### config.mk
export PLATFORM = sky130hd
export DESIGN_NAME = alu_issue_stage
export DESIGN_NICKNAME = d
export VERILOG_FILES = /design/src/rtl/alu_issue_stage.sv
export SDC_FILE = /design/constraint.sdc
export NUM_CORES = 1
export LEC_CHECK = 0
export CAP_MARGIN = 10
export CORE_ASPECT_RATIO = 2
export CORE_MARGIN = 5
export CORE_UTILIZATION = 35
export DETAILED_ROUTE_END_ITERATION = 10
export RECOVER_POWER = 50
export SYNTH_ARGS = -nofsm -noshare
export SYNTH_HDL_FRONTEND = slang
export SYNTH_SLANG_ARGS = --single-unit
### constraint.sdc
create_clock -name clk -period 2 [get_ports clk]
set_clock_uncertainty 0.05 [all_clocks]
set_input_delay 0.2 -clock clk [delete_from_list [all_inputs] [get_ports clk]]
set_output_delay 0.2 -clock clk [all_outputs]
set_load 0.05 [all_outputs]
### src/rtl/alu_issue_stage.sv
// Issue stage for an external 16-bit add/subtract unit.
// Commands are registered onto the unit and its result is flagged, then queued in a 2-entry FIFO.
module alu_issue_stage (
    input  logic        clk,
    input  logic        rst_n,
    input  logic        in_valid,
    output logic        in_ready,
    input  logic [15:0] in_a,
    input  logic [15:0] in_b,
    input  logic [8:0]  in_op,
    output logic [15:0] arith_a,
    output logic [15:0] arith_b,
    output logic [8:0]  arith_sel,
    input  logic [15:0] arith_sum,
    input  logic        arith_cout,
    output logic        out_valid,
    input  logic        out_ready,
    output logic [15:0] out_sum,
    output logic [4:0]  out_flags
);

    localparam logic [8:0] OP_ADD = 9'h02B;
    localparam logic [8:0] OP_SUB = 9'h02D;

    typedef enum logic [1:0] {IDLE, EXEC, WRITE} state_t;

    typedef struct packed {
        logic [15:0] sum;
        logic [4:0]  flags;   // {err, ovf, carry, neg, zero}
    } entry_t;

    state_t     state, state_next;
    logic       run;
    entry_t     staging, result;
    entry_t     mem [2];
    logic       head, tail;
    logic [1:0] count;
    logic       accept, push, pop, full;
    logic       is_add, is_sub, ovf_add, ovf_sub, borrow;

    // in_ready stays low until the first edge after reset release.
    assign in_ready  = run && (state == IDLE);
    assign accept    = in_valid && in_ready;
    assign out_valid = (count != 2'd0);
    assign full      = (count == 2'd2);
    assign pop       = out_valid && out_ready;
    assign push      = (state == WRITE) && (!full || pop);

    always_ff @(posedge clk or negedge rst_n) begin
        // NOTE: every clocked register uses <= so all flops update from pre-edge values.
        if (!rst_n) begin
            state <= IDLE;
            run   <= 1'b0;
        end else begin
            state <= state_next;
            run   <= 1'b1;
        end
    end

    always_comb begin
        // NOTE: defaults first so no path leaves state_next unassigned (no latch).
        state_next = state;
        case (state)
            IDLE:    if (accept) state_next = EXEC;
            EXEC:    state_next = WRITE;
            WRITE:   if (push) state_next = IDLE;
            default: state_next = IDLE;
        endcase
    end

    assign is_add  = (arith_sel == OP_ADD);
    assign is_sub  = (arith_sel == OP_SUB);
    assign borrow  = (arith_a < arith_b);
    assign ovf_add = (arith_a[15] == arith_b[15]) && (arith_sum[15] != arith_a[15]);
    assign ovf_sub = (arith_a[15] != arith_b[15]) && (arith_sum[15] != arith_a[15]);

    always_comb begin
        result = '0;
        if (is_add) begin
            result.sum   = arith_sum;
            result.flags = {1'b0, ovf_add, arith_cout, arith_sum[15], arith_sum == 16'h0000};
        end else if (is_sub) begin
            result.sum   = arith_sum;
            result.flags = {1'b0, ovf_sub, borrow, arith_sum[15], arith_sum == 16'h0000};
        end else begin
            result.flags = 5'b10001;
        end
    end

    // Operands hold through EXEC and any WRITE stall; only an accept reloads them.
    always_ff @(posedge clk or negedge rst_n) begin
        if (!rst_n) begin
            arith_a   <= '0;
            arith_b   <= '0;
            arith_sel <= '0;
            staging   <= '0;
        end else begin
            if (accept) begin
                arith_a   <= in_a;
                arith_b   <= in_b;
                arith_sel <= in_op;
            end
            if (state == EXEC) staging <= result;
        end
    end

    always_ff @(posedge clk or negedge rst_n) begin
        if (!rst_n) begin
            head  <= 1'b0;
            tail  <= 1'b0;
            count <= 2'd0;
        end else begin
            if (push) tail <= ~tail;
            if (pop)  head <= ~head;
            count <= count + {1'b0, push} - {1'b0, pop};
        end
    end

    // NOTE: FIFO storage is not reset; count gates visibility, so stale contents never escape.
    always_ff @(posedge clk) begin
        if (push) mem[tail] <= staging;
    end

    assign out_sum   = mem[head].sum;
    assign out_flags = mem[head].flags;

endmodule
==> impl.org <==
** Setup path
- By startpoint and endpoint, the worst setup path is classified as reg -> out.
- Cell with the biggest individual delay on the critical path :: sky130_fd_sc_hd__clkdlybuf4s50_1
- The critical path goes through clkdlybuf4s50_1.
- CP startpoint kind :: flip-flop
- In this design, the stage delay of the slowest critical-path cell is 860 ps.
- Of all nets on the critical path, the largest fanout is 5.
- The worst setup path is captured at an output port.
- CP top delay family :: buffers and inverters
- Data arrives at the worst endpoint at 1640 ps.
- The number of buffers and inverters on the critical path is 1.
- Data required time of the critical path :: 1750 ps

** Logic synthesis
- By area, the combinational part of the netlist is dominated by multiplexers.
- The mapped netlist covers around 4500 sq um.
- Of the total synthesized cell area, the portion taken by AND, OR, NAND and NOR gates is 6.97%.
- The synthesized netlist devotes 1.37% of its cell area to XOR and XNOR gates.
- After synthesis the netlist holds a flip-flop and latch count of 108.
- Of all flip-flops after synthesis, the portion carrying an async set or reset was 63.0%.
- Of the total synthesized cell area, the portion taken by full adders, half adders and majority gates is 4.74%.
- Share of the yosys chip area belonging to registers :: 64.6%
- Average size of a mapped cell :: between 10 and 15 sq um
- Synth Area in Compound Gates :: 7.38%
- When the netlist entered floorplanning its net count stood at 391.
- In this run, synthesis inferred 40 flip-flops with an integrated enable.
- Most instantiated flip-flop cell in the synthesis netlist :: sky130_fd_sc_hd__dfrtp_1
- For this run, the number of Yosys warnings is 0.
- Mux share of post-synthesis cell area :: 11.3%
- Gate count after technology mapping :: around 310
- Post-synthesis cell type count :: 38

** CTS
- At the later pin of the worst-skew pair, clock insertion delay measures ~350 ps.
- The clock net in this run drives a total of 108 sinks.
- CTS clock-pin slew for the worst setup and hold paths :: 80 ps
- Clock tree synthesis selected as its root buffer the cell sky130_fd_sc_hd__clkbuf_16.
- Max clock buf depth :: 2
- TritonCTS Buffers :: 9
- In this run the number of H-tree levels came out at 3.
- TritonCTS built the clock tree.
- Post-CTS timing repair inserted 0 buffers for setup.

** Finish
- The layout has 1139 filler cells.
- Area of combinational cells with multiple inputs :: 1440 sq um
- Compared with the post-synthesis result, the final layout area differs by 38.5%.
- Sequential cell area :: between 2000 and 3000 sq um
- At the end of the flow, the number of nets in the layout was ~530.
- The repair_antennas step left the layout with diodes totalling 0.
- The top cell types in the final layout, fill and taps aside, are sky130_fd_sc_hd__clkdlybuf4s50_1, sky130_fd_sc_hd__dfrtp_1, sky130_fd_sc_hd__mux2_2, sky130_fd_sc_hd__edfxtp_1, sky130_fd_sc_hd__buf_4.
- In the final layout, the share of cells above drive strength 1 is 24.8%.
- Leaving out fill and tap cells, the most frequent cell in the layout is sky130_fd_sc_hd__clkdlybuf4s50_1.

** Placed design
- Detailed placement HPWL :: 7.91 mm
- Pre-CTS setup slack :: 126 ps
- Number of buffers added on ports :: 125
- GPL Wtd Cong :: roughly 0.74

** Timing
- Setup slack on the critical path of the routed design comes to 115 ps.
- For the pin with the worst max-slew slack, the measured transition is around 1300 ps.
- Setup violations remaining at the end of the flow were counted as 0.
- Minimum period implied by the final worst setup slack :: 1890 ps
- Max-slew headroom :: between 15 and 20%
- The count of pins over their slew limit is 0.
- Static timing analysis puts the maximum clock frequency at between 0.5 and 0.6 GHz.
- Number of endpoints with negative hold slack in the final report :: 0
- In the finished design, the share of the clock period the worst path needs comes to roughly 94%.
- Unrepaired setup endpoints after global routing :: no
- Hold Slack :: 355 ps

** Pwr
- Worst vdd rail ir drop :: approximately 690 uV
- Combinational logic is responsible for between 40 and 50% of the overall power.
- NetSw :: a little over 3000 uW
- Relative contribution of the clock network to total power :: 22.9%
- Power consumption :: 7790 uW
- Leakage power total :: approximately 0.0026 uW
- The share of total power dissipated in sequential elements is 36.4%.
- Cell Int Power :: around 4700 uW
- Power density over the cells :: 1250 nW/um^2
- Net switching is 39.7% of the power.

** Global route
- First-pass GRT wire length :: 16.7 mm
- For this run, the total global-route usage over all layers was measured as 14.0%.
- Maximum number of pins on one net before global-route repair :: between 50 and 60
- The via count of the first global-routing pass was 3226.
- Total grt overflow :: 0
- Antenna violations before repair :: 0

** Detailed routing
- Once detail routing completed, the nets flagged for antenna violations numbered 0.
- For this block, the initial DRC count from the detailed router was 84.
- The routed design has 10.5 mm of wire.
- Initial DRT Pass Iterations :: 4
- In the final routed layout, each cell accounts on average for about 18 um.
- In the routed design, unresolved DRC markers number 0.
- For this block, the via count after detailed routing is 2946.
- Using the TritonRoute via totals, the vias-per-cell ratio works out to 4.90.

** Floorplan
- Once the floorplan was initialized, standard cells occupied between 30% and 40% of the core.
- Core region area :: ~13000 sq um
- FP Rows :: 58
- The floorplan step set the die height to ~170 um.
- For this design the top-level I/O count stands at 126.
- Horizontal die dimension :: 90.1 um
- The die covers 15300 sq um.

** Job
- Number of maximum-capacitance constraint violations :: 0

** Outcome
- Run status :: finished clean

** Worst hold path
- Worst Hold Class :: in -> reg
==> tightest hold or removal path: cells and delay by family <==
kind | cells | cell delay, ps
and+or+nand+nor | 1 | 50
AOI/OAI and AO/OA | 1 | 70
buffers and inverters | 1 | 390
==> cell families after synthesis <==
group	after synthesis
buffers and inverters	32
and+or+nand+nor	54
DFF	108
adders and majority gates	17
muxes	45
other	1
AOI/OAI and AO/OA	48
xor gates and xnor gates	7
==> path summary, 6_finish.rpt <==
path / cells after the start / startpoint / slack [ps] / to
max: 1 / arith_sel[2] / 110 / arith_sel[2]
min: 3 / in_b[6] / 350 / arith_b[6]
max reg2reg: 7 / count[0] / 160 / count[1]
min reg2reg: 0 / staging[11] / 430 / mem[1][11]
max in group asynchronous: 3 / rst_n / 360 / state[1]
min in group asynchronous: 2 / rst_n / 600 / arith_b[11]
==> final cells by class <==
type	count	share of cell area, %
well taps	150	3.02
inverters	19	1.15
repair buffers	136	20.9
multi-input cells	172	23.1
clock inverters	7	1.47
flip-flops and latches	108	46.7
clock buffers	9	3.62
==> through the flow <==
stage | setup TNS [ps] | util (%) | instance area, sq um | std cells
after floorplan | -3090 | - | 4500 | 312
after global placement | 0 | 47.1 | 5910 | 584
after detailed placement | 0 | 47.1 | 5910 | 584
after CTS | 0 | 49.7 | 6240 | 601
after global routing | 0 | 49.6 | 6220 | 601
final | 0 | 49.6 | 6220 | 601
==> power groups by stage <==
| stage | combinational (uW) | clock [uW] | sequential, uW |
|---|---|---|---|
| final | 3170 | 1780 | 2830 |
| after global routing | 3360 | 1950 | 2880 |
| after CTS | 3230 | 1860 | 2840 |
| after detailed placement | 3230 | 0 | 2880 |
| after global placement | 3210 | 0 | 2870 |
| after floorplan | 1380 | 0 | 3580 |
==> sequential cells by signal (all words and copies together) (netlist names) <==
signal,cells
count,2
run,1
staging,20
arith_sel,9
arith_a,16
head,1
arith_b,16
state,2
tail,1
mem,40
==> metal layers <==
layer,vias to the layer above,part of all wire [%],GRT usage (%)
li1,1396,-,-
met1,1459,35,13.9
met2,76,58,26.7
met3,15,5.3,4.16
met4,0,2.4,5.64
met5,-,0,0
==> cells in the mapped netlist (all sizes together) (2+ instances only) <==
cell type	instances	share of area [%]
clkbuf	2	0.17
o21ai	21	2.3
a21oi	5	0.56
or3	2	0.28
nand4	5	0.70
nor3	3	0.59
and2	3	0.42
xnor2	5	0.98
a21o	2	0.33
nand2	19	1.6
buf	11	1.8
nor2b	2	0.28
mux2	45	11
edfxtp	40	27
a22o	16	3.3
ha	17	4.7
inv	19	1.6
xor2	2	0.39
dfrtp	68	38
nor2	7	0.59
nor3b	3	0.98
nor4	4	0.56
nand2b	3	0.42
==> repair_timing <==
action / CTS / global route
gates resized for setup: 1 / 1
setup endpoints to repair: 1 / 1
endpoints found under the hold margin: 47 / 0
hold buffers: 1 / 0
gates cloned: 0 / 0
Power figures use the tool's default switching activity.
